[config.mk]
export PLATFORM = sky130hd
export DESIGN_NAME = stream_compose02
export DESIGN_NICKNAME = d
export VERILOG_FILES = /design/src/rtl/stream_compose02_pkg.sv /design/src/rtl/stream_compose02_skid_buf.sv /design/src/rtl/stream_compose02.sv
export SDC_FILE = /design/constraint.sdc
export NUM_CORES = 1
export LEC_CHECK = 0
export CORE_UTILIZATION = 44
export DETAILED_ROUTE_END_ITERATION = 10
export GPL_TIMING_DRIVEN = 0
export HOLD_SLACK_MARGIN = 0.08
export MAX_ROUTING_LAYER = met4
export PLACE_DENSITY = 0.92
export RECOVER_POWER = 25
export SYNTH_ARGS = -nofsm -noshare
export SYNTH_HDL_FRONTEND = slang
export SYNTH_SLANG_ARGS = --single-unit
[constraint.sdc]
create_clock -name clk -period 3.1 [get_ports clk]
set_input_delay 0.31 -clock clk [delete_from_list [all_inputs] [get_ports clk]]
set_output_delay 0.31 -clock clk [all_outputs]
set_load 0.02 [all_outputs]
[src/rtl/stream_compose02_pkg.sv]
// Shared types for stream_compose02: FSM state encoding, widths, acceptance helper.
// Optional skid buffer is selected with STREAM_COMPOSE_SKID_EN.
package stream_compose02_pkg;

  typedef enum logic [1:0] {
    ST_IDLE  = 2'd0,
    ST_EMIT0 = 2'd1,
    ST_EMIT1 = 2'd2,
    ST_PASS  = 2'd3
  } state_t;

  localparam int DEFAULT_N  = 8;
  localparam int SKID_DEPTH = 2;

  // A new call may start only from a resting state with no unacknowledged completion.
  function automatic logic call_open(input state_t st, input logic pend);
    return ((st == ST_IDLE) || (st == ST_PASS)) && !pend;
  endfunction

endpackage

[src/rtl/stream_compose02_skid_buf.sv]
// Two-entry registered skid buffer for the composed output stream.
// Only instantiated when STREAM_COMPOSE_SKID_EN is defined.
module stream_compose02_skid_buf
  import stream_compose02_pkg::*;
#(
  parameter int W = DEFAULT_N
) (
  input  logic         clk,
  input  logic         nrst,
  input  logic [W-1:0] push_data,
  input  logic         push_valid,
  output logic         push_ready,
  output logic [W-1:0] pop_data,
  output logic         pop_valid,
  input  logic         pop_ready
);

  logic [W-1:0] mem [SKID_DEPTH];
  logic         wr_ptr;
  logic         rd_ptr;
  logic [1:0]   count;
  logic         push;
  logic         pop;

  assign push_ready = (count != 2'd2);
  assign pop_valid  = (count != 2'd0);
  assign pop_data   = mem[rd_ptr];
  assign push       = push_valid & push_ready;
  assign pop        = pop_valid & pop_ready;

  // Entries are cleared on reset so the output data reads zero while empty.
  always_ff @(posedge clk) begin
    if (!nrst) begin
      for (int i = 0; i < SKID_DEPTH; i++) mem[i] <= '0;
      wr_ptr <= 1'b0;
      rd_ptr <= 1'b0;
      count  <= 2'd0;
    end else begin
      if (push) begin
        mem[wr_ptr] <= push_data;
        wr_ptr      <= ~wr_ptr;
      end
      if (pop) rd_ptr <= ~rd_ptr;
      count <= count + {1'b0, push} - {1'b0, pop};
    end
  end

endmodule

[src/rtl/stream_compose02.sv]
// Stream composer: emits latched v0, then v1, then forwards the tail stream unchanged.
// Define STREAM_COMPOSE_SKID_EN to register the output path through a 2-entry skid buffer.
module stream_compose02
  import stream_compose02_pkg::*;
#(
  parameter int N = DEFAULT_N
) (
  input  logic         clk,
  input  logic         nrst,
  input  logic         in_valid,
  output logic         in_ready,
  output logic         out_valid,
  input  logic         out_ready,
  input  logic [N-1:0] v0,
  input  logic [N-1:0] v1,
  input  logic [N-1:0] t,
  input  logic         t_valid,
  output logic         t_ready,
  output logic [N-1:0] s,
  output logic         s_valid,
  input  logic         s_ready
);

  state_t       state;
  logic [N-1:0] v0_lat;
  logic [N-1:0] v1_lat;
  logic         out_pend;
  logic [N-1:0] core_s;
  logic         core_valid;
  logic         core_ready;
  logic         core_xfer;
  logic         accept;

  assign in_ready  = call_open(state, out_pend);
  assign accept    = in_valid & in_ready;
  assign out_valid = out_pend;
  assign core_xfer = core_valid & core_ready;
  // Tail is only ever consumed while passing through; a tail beat taken on the
  // accepting edge is already on s in that cycle, so nothing is lost at the cut.
  assign t_ready   = (state == ST_PASS) & core_ready;

  always_comb begin
    core_s     = '0;
    core_valid = 1'b0;
    case (state)
      ST_EMIT0: begin
        core_s     = v0_lat;
        core_valid = 1'b1;
      end
      ST_EMIT1: begin
        core_s     = v1_lat;
        core_valid = 1'b1;
      end
      ST_PASS: begin
        core_s     = t;
        core_valid = t_valid;
      end
      default: ;
    endcase
  end

  always_ff @(posedge clk) begin
    if (!nrst) begin
      state    <= ST_IDLE;
      v0_lat   <= '0;
      v1_lat   <= '0;
      out_pend <= 1'b0;
    end else begin
      if (out_pend && out_ready) out_pend <= 1'b0;
      case (state)
        ST_IDLE, ST_PASS: begin
          if (accept) begin
            v0_lat <= v0;
            v1_lat <= v1;
            state  <= ST_EMIT0;
          end
        end
        ST_EMIT0: begin
          if (core_xfer) state <= ST_EMIT1;
        end
        ST_EMIT1: begin
          // Completion is registered, so it is visible for at least one cycle.
          if (core_xfer) begin
            state    <= ST_PASS;
            out_pend <= 1'b1;
          end
        end
        default: state <= ST_IDLE;
      endcase
    end
  end

`ifdef STREAM_COMPOSE_SKID_EN
  stream_compose02_skid_buf #(
    .W(N)
  ) u_skid (
    .clk       (clk),
    .nrst      (nrst),
    .push_data (core_s),
    .push_valid(core_valid),
    .push_ready(core_ready),
    .pop_data  (s),
    .pop_valid (s_valid),
    .pop_ready (s_ready)
  );
`else
  assign s          = core_s;
  assign s_valid    = core_valid;
  assign core_ready = s_ready;
`endif

endmodule

# Word level (Yosys, flattened, before mapping)
# Cells that the tools add are included.
[totals] input_bits=30 ff_bits=19 wordCells=31 out_inout_bits=12
[classes] n_reduce_logical=9 n_eq_ne=6 n_mux=9 bitwise=3
[op_table] operator="$pmux W8 S3" count=1
[op_table] operator="$mux W2" count=3
[op_table] operator="$ne A2 B2 Y1 const B" count=3
[op_table] operator="$pmux W2 S3" count=1
[op_table] operator="$eq A2 B2 Y1 const B" count=2
[op_table] operator="$reduce_or A2 Y1" count=2
[op_table] operator="$and A1 B1 Y1" count=3
[op_table] operator="$mux W1" count=3
[op_table] operator="$reduce_and A3 Y1" count=1
[op_table] operator="$eq A2 B1 Y1 const B" count=1
[op_table] operator="$logic_and A1 B1 Y1" count=2
[op_table] operator="$logic_not A2 Y1" count=1
[op_table] operator="$pmux W1 S2" count=1
[op_table] operator="$reduce_and A2 Y1" count=1
[op_table] operator="$logic_not A1 Y1" count=1
[op_table] operator="$logic_or A1 B1 Y1" count=1

# Depth between registers and ports, before layout
# Gate-level depths: netlist of run 1.
[depth] word_depth=6 depth_mapped=7 depth_no_buf=5

# Least setup slack after synthesis of run 1
# OpenSTA, ideal clock, no wires.
[synth_timing] path_type="reg-to-reg" start="reg state[0]" end="reg v0_lat[0]" n_path_buf=2 setup_time_ns=0.132 t_arrival_ns=1.509 setup_slack_ns=1.459 t_required_ns=2.968 stages_incl_launch_ff=8 path_cell_list="dfxtp_1 -> inv_1 -> ha_1 -> or3b_1 -> buf_6 -> buf_8 -> nand2_1 -> a21oi_1"
[synth_via] elab_chain_cells=5
[synth_lines] element="from (decl)" line="stream_compose02.sv:24" rtl="state_t state;"
[synth_lines] element="from (signal assigned)" line="stream_compose02.sv:64" rtl="state <= ST_IDLE;"
[synth_lines] element="from (signal assigned)" line="stream_compose02.sv:75" rtl="state <= ST_EMIT0;"
[synth_lines] element="from (signal assigned)" line="stream_compose02.sv:79" rtl="if (core_xfer) state <= ST_EMIT1;"
[synth_lines] element="$eq A2 B2 Y1 or $logic_not A2 Y1 (tied branches)" line="stream_compose02_pkg.sv:17, stream_compose02.sv:70"
[synth_lines] element="$logic_or A1 B1 Y1" line="stream_compose02_pkg.sv:17" rtl="return ((st == ST_IDLE) || (st == ST_PASS)) && !pend;"
[synth_lines] element="$logic_and A1 B1 Y1" line="stream_compose02_pkg.sv:17"
[synth_lines] element="$and A1 B1 Y1" line="stream_compose02.sv:35" rtl="assign accept = in_valid & in_ready;"
[synth_lines] element="$reduce_and A2 Y1 (no line) (*)"
[synth_lines] element="to (signal assigned)" line="stream_compose02.sv:73" rtl="v0_lat <= v0;"
[synth_lines] element="to (decl)" line="stream_compose02.sv:25" rtl="logic [N-1:0] v0_lat;"
# Every way passes the cells marked *; elsewhere a longest branch is shown, timed or not.
# A chain may end at the register's enable or synchronous reset.

# Worst setup path after layout of run 1
[layout_timing] start="reg state[0]" end="out s[1]"
[layout_via] elab_chain_cells=2
[layout_lines] element="$eq A2 B2 Y1 or $eq A2 B1 Y1 (tied branches)" line="stream_compose02.sv:45" rtl="case (state)"
[layout_lines] element="$pmux W8 S3 (*)" line="stream_compose02.sv:45"
[layout_lines] element="to (decl)" line="stream_compose02.sv:19" rtl="output logic [N-1:0] s,"
# Marks and branches as above.

==> results.yml, run 1 <==
layout:
  design_area_mm2: 0.00143
  antennaDiodeCount: 0
  drive_gt1_share_pct: 7.32
  syn2layout_area_growth_pct: 48.5
  fin_nets: 199
  final_cells: 191
floorplan:
  coreArea_mm2: 0.00200
  rows: 16
  die_w_um: 48.8
  die_h_um: 48.8
  start_util_pct: 48.1
  fp.dieArea_mm2: 0.00238
  io_pins: 42
route:
  met1_length_mm: 1.07
  drc: 0
  firstDrtPassIters: 5
  dr_wl_met2_mm: 1.29
  routed.top_layer: "met4"
  via_per_inst: 5.28
  dr_wl_met3_um: 141
  wire_per_inst_um: 13.2
  dr_total_vias: 1009
  ant_nets: 0
  drtIter0Drc: 106
  routed_wl_mm: 2.52
synthesis:
  yosys.area_share.simple_pct: 23.8
  synth_compound_area_share_pct: 23.4
  synthCells: 119
  synth_top_cell_area_share_pct: 39.5
  netlist_area_um2: 962
  avgSynthCellArea_um2: 8.09
  yosys-top-cells-area: "dfxtp_1, nand2_1, a21oi_1, a222oi_1, ha_1"
  netlist_top_cells_count: "nand2_1, dfxtp_1, a21oi_1, nor2_1, a222oi_1"
  yosysSeqAreaShare_pct: 39.5
  synthArstFlopShare_pct: 0
  synth-xor-area-share_pct: 0
  synth-adder-area-share_pct: 5.20
  syn_nets: 153
  synth_top_family_by_area: "simple AND/OR/NAND/NOR gates"
  yosys_warnings: 0
  synth_ff_type: "dfxtp_1"
  synth_edf_count: 0
  ys_ff_latch: 19
  synthMuxAreaShare_pct: 0
  synth_top_area_cell: "dfxtp_1"
  ys_types: 29
  synth.most_common_cell: "nand2_1"
sta:
  timing.final.crit_share_pct: 81.7
  fin_crit_ns: 2.53
  drv_slew: 0
  worst_slew_pin_slew_ns: 0.473
  skew_ns: 0.0117
  rsz0062_at_grt: "no"
  fmax_ghz: 0.395
  fin_tns_setup_ns: 0
  hold_viol: 0
  setup_violations: 0
  maxSlewHeadroom_pct: 68.5
grt:
  track_usage_pct: 22.6
  grt_pass1_vias: 978
  grt_max_degree: 13
  grt_antenna_before_repair: 0
  grt_overflow: 0
  grt_pass1_wl_mm: 4.15
critical_path:
  timing.rr.end: "v0_lat[0]"
  crit_buf_inv: 3
  end_kind: "output port"
  start_kind: "flip-flop"
  rrSetupSlack_ns: 1.16
  crit_required_ns: 2.79
  reg2reg_from: "state[0]"
  cp.arrival_ns: 2.22
  slowest_stage: "clkdlybuf4s50_1"
  path_cells: "inv_1, ha_1, clkbuf_1, a222oi_1, nor2_1, clkdlybuf4s50_1"
  reg2reg_depth: 7
  crit_fanout: 10
  cp_top_family: "buffers and inverters"
  slowest_delay_ns: 0.62
  crit_type: "flip-flop to output port"
clocking:
  path_clk_slew_ns: 0.12
  h-tree-depth: 1
  clock_sinks: 19
  cts-root-buf: "clkbuf_4"
  cts_tree: "yes"
  cts-hold-fix-buffers: 0
  cts_resized: 0
  clockBufferDepth: 2
  clk_latency_ns: 0.31
  cts-buffers-inserted: 3
  cts_setup_buffers: 0
place:
  hpwl_mm: 1.91
  routabilityCongestion: 0.829
  io_buffer_count: 41
  dpl_cell_area_mm2: 0.00141
  dp_cells: 187
pwr:
  p_total_mw: 1.09
  irDropWorstVdd_mv: 0.398
  power_density_mw_per_mm2: 764
  leakage_nw: 0.540
min_path:
  min_from: "v1_lat[7]"
  hold_class: "flip-flop to flip-flop"
  hold_depth: 2
  hold_end: "v1_lat[7]"
status:
  status: "finished clean"
run:
  max_cap_viol_count: 0
worst max-delay path by stage:
stage               slack (ns)        end     start  cells past startpoint
global route              0.41       s[6]  state[1]                      5
finish                    0.57       s[1]  state[0]                      6
detailed placement        0.95       s[1]  state[0]                      6
global placement          1.02       s[6]  state[0]                      6
CTS                       0.58       s[1]  state[0]                      6
floorplan                 1.46  v0_lat[0]  state[0]                      7
logic make-up after synthesis:
kind of cell / count (synthesis)
simple gates: 51
compound gates: 33
flops: 19
buf+inv: 12
fa+ha+maj: 4
layout make-up:
type                       instances  area [um^2]
fill                             157          573
multi-input combinational         88          504
inverter                           4         15.0
sequential                        19          380
clock buffer                       3         22.5
tap                               27         33.8
clock inverter                     1         7.51
timing repair buffer              41          410
buffer                             8         55.1
registers in the layout (all words and copies together) (netlist names):
name       flops
v1_lat         8
state          2
out_valid      1
v0_lat         8
cells in the final DEF (no fill, tap or decap), drive strengths merged, types with 2 or more instances in the layout:
cell type       n
a21oi          17
a222oi          8
dfxtp          19
ha              4
nor2           10
buf             5
nand2          33
clkbuf          6
nor3b           2
clkdlybuf4s50  40
nand2b          2
inv             3
per-layer routing:
metal / track usage [%] / vias to the layer above
met5: - / -
met4: 6.86 / 0
met3: 3.46 / 2
met2: 40.3 / 46
met1: 26.0 / 455
li1: - / 506
where the power goes:
group	internal, mW	total [mW]	switching [mW]
logic	0.276	0.619	0.343
registers	0.302	0.340	0.0386
clock network	0.0492	0.133	0.0837
worst reg2reg max path: cells and delay by family (launching register included):
kind                     cells  cell delay, ns
AND/OR/NAND/NOR              2            0.46
flip-flops                   1            0.42
adder cells (fa/ha/maj)      1            0.38
AO/OA/AOI/OAI                1            0.06
buffers and inverters        3            0.50
metrics by stage:
step	utilization [%]	setup slack, ns	hold WS, ns
3_5_place_dp	70.3	0.947	0.452
5_1_grt	71.4	0.414	0.489
6_report	71.4	0.567	0.467
3_3_place_gp	70.3	1.02	0.443
2_1_floorplan	-	1.46	0.428
4_1_cts	71.8	0.581	0.468
(Power assumes the default switching activity.)
==> run 2, diff against run 1 <==
- CORE_UTILIZATION: 44 -> 41
- PLACE_DENSITY: 0.92 -> 0.87
- clock period: 3.1 -> 2.6 ns (I/O delays scaled with it)
==> run 2 against run 1 <==
Total power up 18%. Wire length up 0.48%. Sequential cell count is the same. Critical path type unchanged. Via count up 2.4%. Highest routed layer unchanged.
==> results.yml, run 2 (synthesized netlist as in run 1, its figures left out) <==
status:
  status: "finished clean"
floorplan:
  io_pins: 42
  coreArea_mm2: 0.00221
  start_util_pct: 43.5
  die_w_um: 50.4
  rows: 17
  fp.dieArea_mm2: 0.00254
  die_h_um: 50.4
critical_path:
  slowest_stage: "clkdlybuf4s50_1"
  end_kind: "output port"
  crit_fanout: 10
  crit_type: "flip-flop to output port"
  start_kind: "flip-flop"
  cp_top_family: "buffers and inverters"
  rrSetupSlack_ns: 0.50
  path_cells: "inv_1, ha_1, clkbuf_1, a222oi_1, nor2_1, clkdlybuf4s50_1"
  slowest_delay_ns: 0.61
  crit_required_ns: 2.34
  crit_buf_inv: 3
  cp.arrival_ns: 2.20
sta:
  maxSlewHeadroom_pct: 41.1
  timing.final.crit_share_pct: 94.8
  skew_ns: 0.00668
  fin_crit_ns: 2.46
  fin_tns_setup_ns: 0
  drv_slew: 0
  hold_viol: 0
  worst_slew_pin_slew_ns: 0.881
  setup_violations: 0
  rsz0062_at_grt: "no"
  fmax_ghz: 0.406
grt:
  grt_pass1_wl_mm: 3.97
  grt_pass1_vias: 1022
  grt_antenna_before_repair: 0
  grt_overflow: 0
  track_usage_pct: 21.0
  grt_max_degree: 11
place:
  hpwl_mm: 1.91
  dp_cells: 188
  io_buffer_count: 41
  routabilityCongestion: 0.795
run:
  max_cap_viol_count: 0
clocking:
  cts_setup_buffers: 0
  cts-hold-fix-buffers: 0
  h-tree-depth: 1
  cts_tree: "yes"
  clk_latency_ns: 0.30
  cts-buffers-inserted: 3
  cts-root-buf: "clkbuf_4"
  clockBufferDepth: 2
  cts_resized: 0
  clock_sinks: 19
  path_clk_slew_ns: 0.11
pwr:
  power_density_mw_per_mm2: 905
  leakage_nw: 0.544
  irDropWorstVdd_mv: 0.584
  p_total_mw: 1.29
route:
  ant_nets: 0
  via_per_inst: 5.38
  drc: 0
  drtIter0Drc: 34
  routed_wl_mm: 2.53
  firstDrtPassIters: 4
  dr_total_vias: 1033
  wire_per_inst_um: 13.2
layout:
  layout_commonest_cell: "clkdlybuf4s50_1"
  fin_nets: 199
  final_cell_mix: "clkdlybuf4s50_1, nand2_1, dfxtp_1"
  n_fill_cell: 206
  final_cells: 192
  syn2layout_area_growth_pct: 48.5
  antennaDiodeCount: 0
  drive_gt1_share_pct: 6.71
  top_regs: "v0_lat (8), v1_lat (8), state (2)"
min_path:
  hold_class: "flip-flop to flip-flop"
## run 2: worst register-to-register path, cell delays in order (launching register included)
cell	delay, ns
dfxtp_1	0.40
inv_1	0.09
ha_1	0.36
nor3b_1	0.76
buf_6	0.24
nand2_1	0.07
a21oi_1	0.12
## run 2: path summary, 6_finish.rpt
| check | start | to | cells after the start |
|---|---|---|---|
| worst max-delay path | state[0] | s[6] | 6 |
| worst min-delay path | v1_lat[6] | v1_lat[6] | 2 |
| worst max register to register | state[0] | v0_lat[2] | 6 |
| worst min register to register | v1_lat[6] | v1_lat[6] | 2 |
## run 2: layout make-up
class                           count  area (um^2)  share of cell area, %
Timing Repair Buffer               41          410                   28.7
Buffer                              8         62.6                   4.38
Sequential cell                    19          380                   26.6
Inverter                            4         15.0                   1.05
Clock buffer                        4         26.3                   1.84
Tap cell                           28         35.0                   2.45
Multi-Input combinational cell     88          499                   34.9
## run 2: metal layers
metal / GRT usage (%) / part of all wire [%] / up-vias
met3: 4.24 / 4.7 / 4
li1: - / - / 504
met4: 6.48 / 1.1 / 0
met5: - / 0 / -
met1: 21.1 / 40 / 493
met2: 40.0 / 55 / 32
## run 2: through the flow
step / cell area, um^2 / worst slack [ns] / util (%) / hold WS (ns)
finish: 1430 / 0.135 / 64.6 / 0.462
global route: 1430 / 0.00943 / 64.6 / 0.482
CTS: 1430 / 0.124 / 64.8 / 0.461
detailed placement: 1410 / 0.464 / 63.6 / 0.447
global placement: 1410 / 0.506 / 63.6 / 0.442
floorplan: 962 / 0.959 / - / 0.378
## run 2: report_power, final
group          internal [mW]  switching, mW
Clock                 0.0598         0.0903
Combinational          0.337          0.401
Sequential             0.360         0.0447
Total                  0.757          0.536
==> run 3, diff against run 2 <==
- clock period: 2.6 -> 2.65 ns (I/O delays scaled with it)
==> results of run 3 <==
The final DEF is identical to that of run 2. Status: finished clean.
Main changes from that run: setup slack after placement 0.464 ns -> 0.509 ns; setup slack after layout 0.135 ns -> 0.180 ns; register-to-register setup slack 0.50 ns -> 0.55 ns; total power 1.29 mW -> 1.27 mW; worst IR drop on VDD 0.584 mV -> 0.573 mV
==> edit (settings of run 1) <==
Encoding of `state_t`: now one-hot (4 bits for 4 states).
--- a/src/rtl/stream_compose02_pkg.sv
+++ b/src/rtl/stream_compose02_pkg.sv
@@ -4,7 +4,7 @@
 
-  typedef enum logic [1:0] {
-    ST_IDLE  = 2'd0,
-    ST_EMIT0 = 2'd1,
-    ST_EMIT1 = 2'd2,
-    ST_PASS  = 2'd3
+  typedef enum logic [3:0] {
+    ST_IDLE  = 4'b0001,
+    ST_EMIT0 = 4'b0010,
+    ST_EMIT1 = 4'b0100,
+    ST_PASS  = 4'b1000
   } state_t;
Behaviour: no difference found for any inputs over 10 cycles, from zero or initial values and one cycle with nrst low; not proved beyond that.
==> edit against run 1 <==
Final area up 11%; largest cell class unchanged; setup slack lost 0.16 ns; highest routed layer unchanged; die area increased by 18%; sequential cell count is 2 higher; wire length grew 11%; critical endpoint is now s[4]; critical path depth decreased by 1; area after synthesis is 18% higher.
Power is not compared: it rests on default switching activity, and its combinational part moved more than twofold at a synthesized area within 25%.
==> edit: results (changes against run 1) <==
----------------------------------------------------
[Run status]
  Outcome ... completed

[Global routing]
  Global-route wire length before repair ... 4420 µm (+6.3%)
  Global-route usage over all layers ... 22.7% (+0.033 points)
  Number of global-route vias before repair ... 985 (+0.72%)

[Detailed routing]
  Initial drt markers ... 57 (-46%)
  Routed wire per std cell ... 14.0 µm (+6.1%)
  Detailed-routing iteration count for the pre-antenna-repair pass ... 4 (-1)

[Worst setup path]
  Worst r2r path cells ... 6 (-1)
  Arrival @ worst endpoint ... 2.39 ns (+0.17 ns)

[Place]
  Total of buffers placed on input and output ports ... 40 (-2.4%)
  Post-DP HPWL ... 2130 µm (+12%)
  Placer's final routability congestion estimate ... 0.715 (-14%)
  Worst slack, placed ... 0.765 ns (-0.182 ns)

[Synth]
  XOR/XNOR share of the synthesized area ... 1.43% (+1.4 points)
  Syn Area/Cell ... 9.12 µm² (+13%)
  Number of library cell types mapped by synthesis ... 26 (-10%)
  Post-synthesis share of cell area spent on full adders, half adders and majority gates ... 0% (-5.2 points)
  Cell types with the highest counts after synthesis ... nand2_1, dfxtp_1, mux2i_1, inv_1, a222oi_1
  Register area share after synthesis ... 36.9% (-2.6 points)
  Synthesized Nets ... 155 (+1.3%)
  Post-synth top flop ... dfxtp_1
  Compound-gate portion of the synthesized area ... 11.6% (-12 points)
  Cell types with the largest area share after synthesis ... dfxtp_1, mux2i_1, nand2_1
  Portion of netlist area occupied by mux cells ... 14.9% (+15 points)

[Finish]
  Filler Cell Count ... 204 (+30%)
  Fraction of layout instances using a drive strength above 1 ... 7.69% (+0.38 points)
  Top flop regs ... v0_lat (8), v1_lat (8), state (4)
  Final Instance Count excl. Fillers ... 199 (+4.2%)
  Summed area of non-filler cells in the final layout ... 1590 µm² (+11%)

[STA]
  Rel. slew slack ... 58.0% (-10 points)
  Clk_skew ... 0.00656 ns (-0.00509 ns)

[Clock tree]
  Later-pin clock latency in the skew report ... 0.32 ns

----------------------------------------------------
-- edit: cell count changes after synthesis, moves of 2 or more --
cell | run 1 | this run
a21oi_1 | 17 | 1
clkbuf_1 | 2 | 4
mux2i_1 | 0 | 17
nor4b_1 | 0 | 2
inv_1 | 3 | 9
o21ai_0 | 1 | 3
ha_1 | 4 | 0
nor4b_4 | 0 | 2
dfxtp_1 | 19 | 21
nor2_1 | 10 | 1
nor2b_1 | 1 | 4
-- edit: cells by family (layout without fill, tap and decap cells) --
| group | Yosys count | count (layout) |
|---|---|---|
| xor+xnor | 1 | 1 |
| simple gates | 50 | 50 |
| mux | 17 | 17 |
| flops | 21 | 21 |
| buf+inv | 20 | 64 |
| compound gates | 16 | 16 |
-- edit: cell type report --
class,instances,area share (%)
buffer,11,4.80
clock buffer,3,1.42
clock inverter,1,0.315
inverter,9,2.12
multi-input combinational,84,37.4
sequential,21,26.4
tap,30,2.36
timing repair buffer,40,25.2
-- edit: report_power, final --
part | switching, µW | total, µW | internal (µW)
Sequential | 10.1 | 298 | 288
Combinational | 50.9 | 121 | 70.3
Clock | 87.8 | 136 | 48.4
-- edit: through the flow --
stage / power, µW / hold slack, ns
global route: 583 / 0.406
detailed placement: 428 / 0.456
global placement: 422 / 0.441
finish: 555 / 0.391
floorplan: 372 / 0.434
CTS: 562 / 0.394
-- edit: worst reg2reg max path, stage by stage (launching register included) --
cell and delay, ns:
dfxtp_1 0.33, buf_6 0.14, xnor2_1 0.17, nor4_4 0.21, clkbuf_1 0.52, buf_12 0.22
mux2i_1 0.19
-- edit: worst paths after layout --
kind	from	end	slack [ns]
setup / recovery	state[1]	s[4]	0.40
hold / removal	nrst	v1_lat[1]	0.39
setup reg to reg	state[3]	v0_lat[0]	1.27
hold reg to reg	v0_lat[4]	v0_lat[4]	0.48
-- edit: routing by layer --
layer	GRT usage, %	wire length [µm]	up-vias
met2	39.0	1440	38
li1	-	-	522
met1	25.1	1140	498
met5	-	0	-
met4	5.26	18	0
met3	7.76	192	5
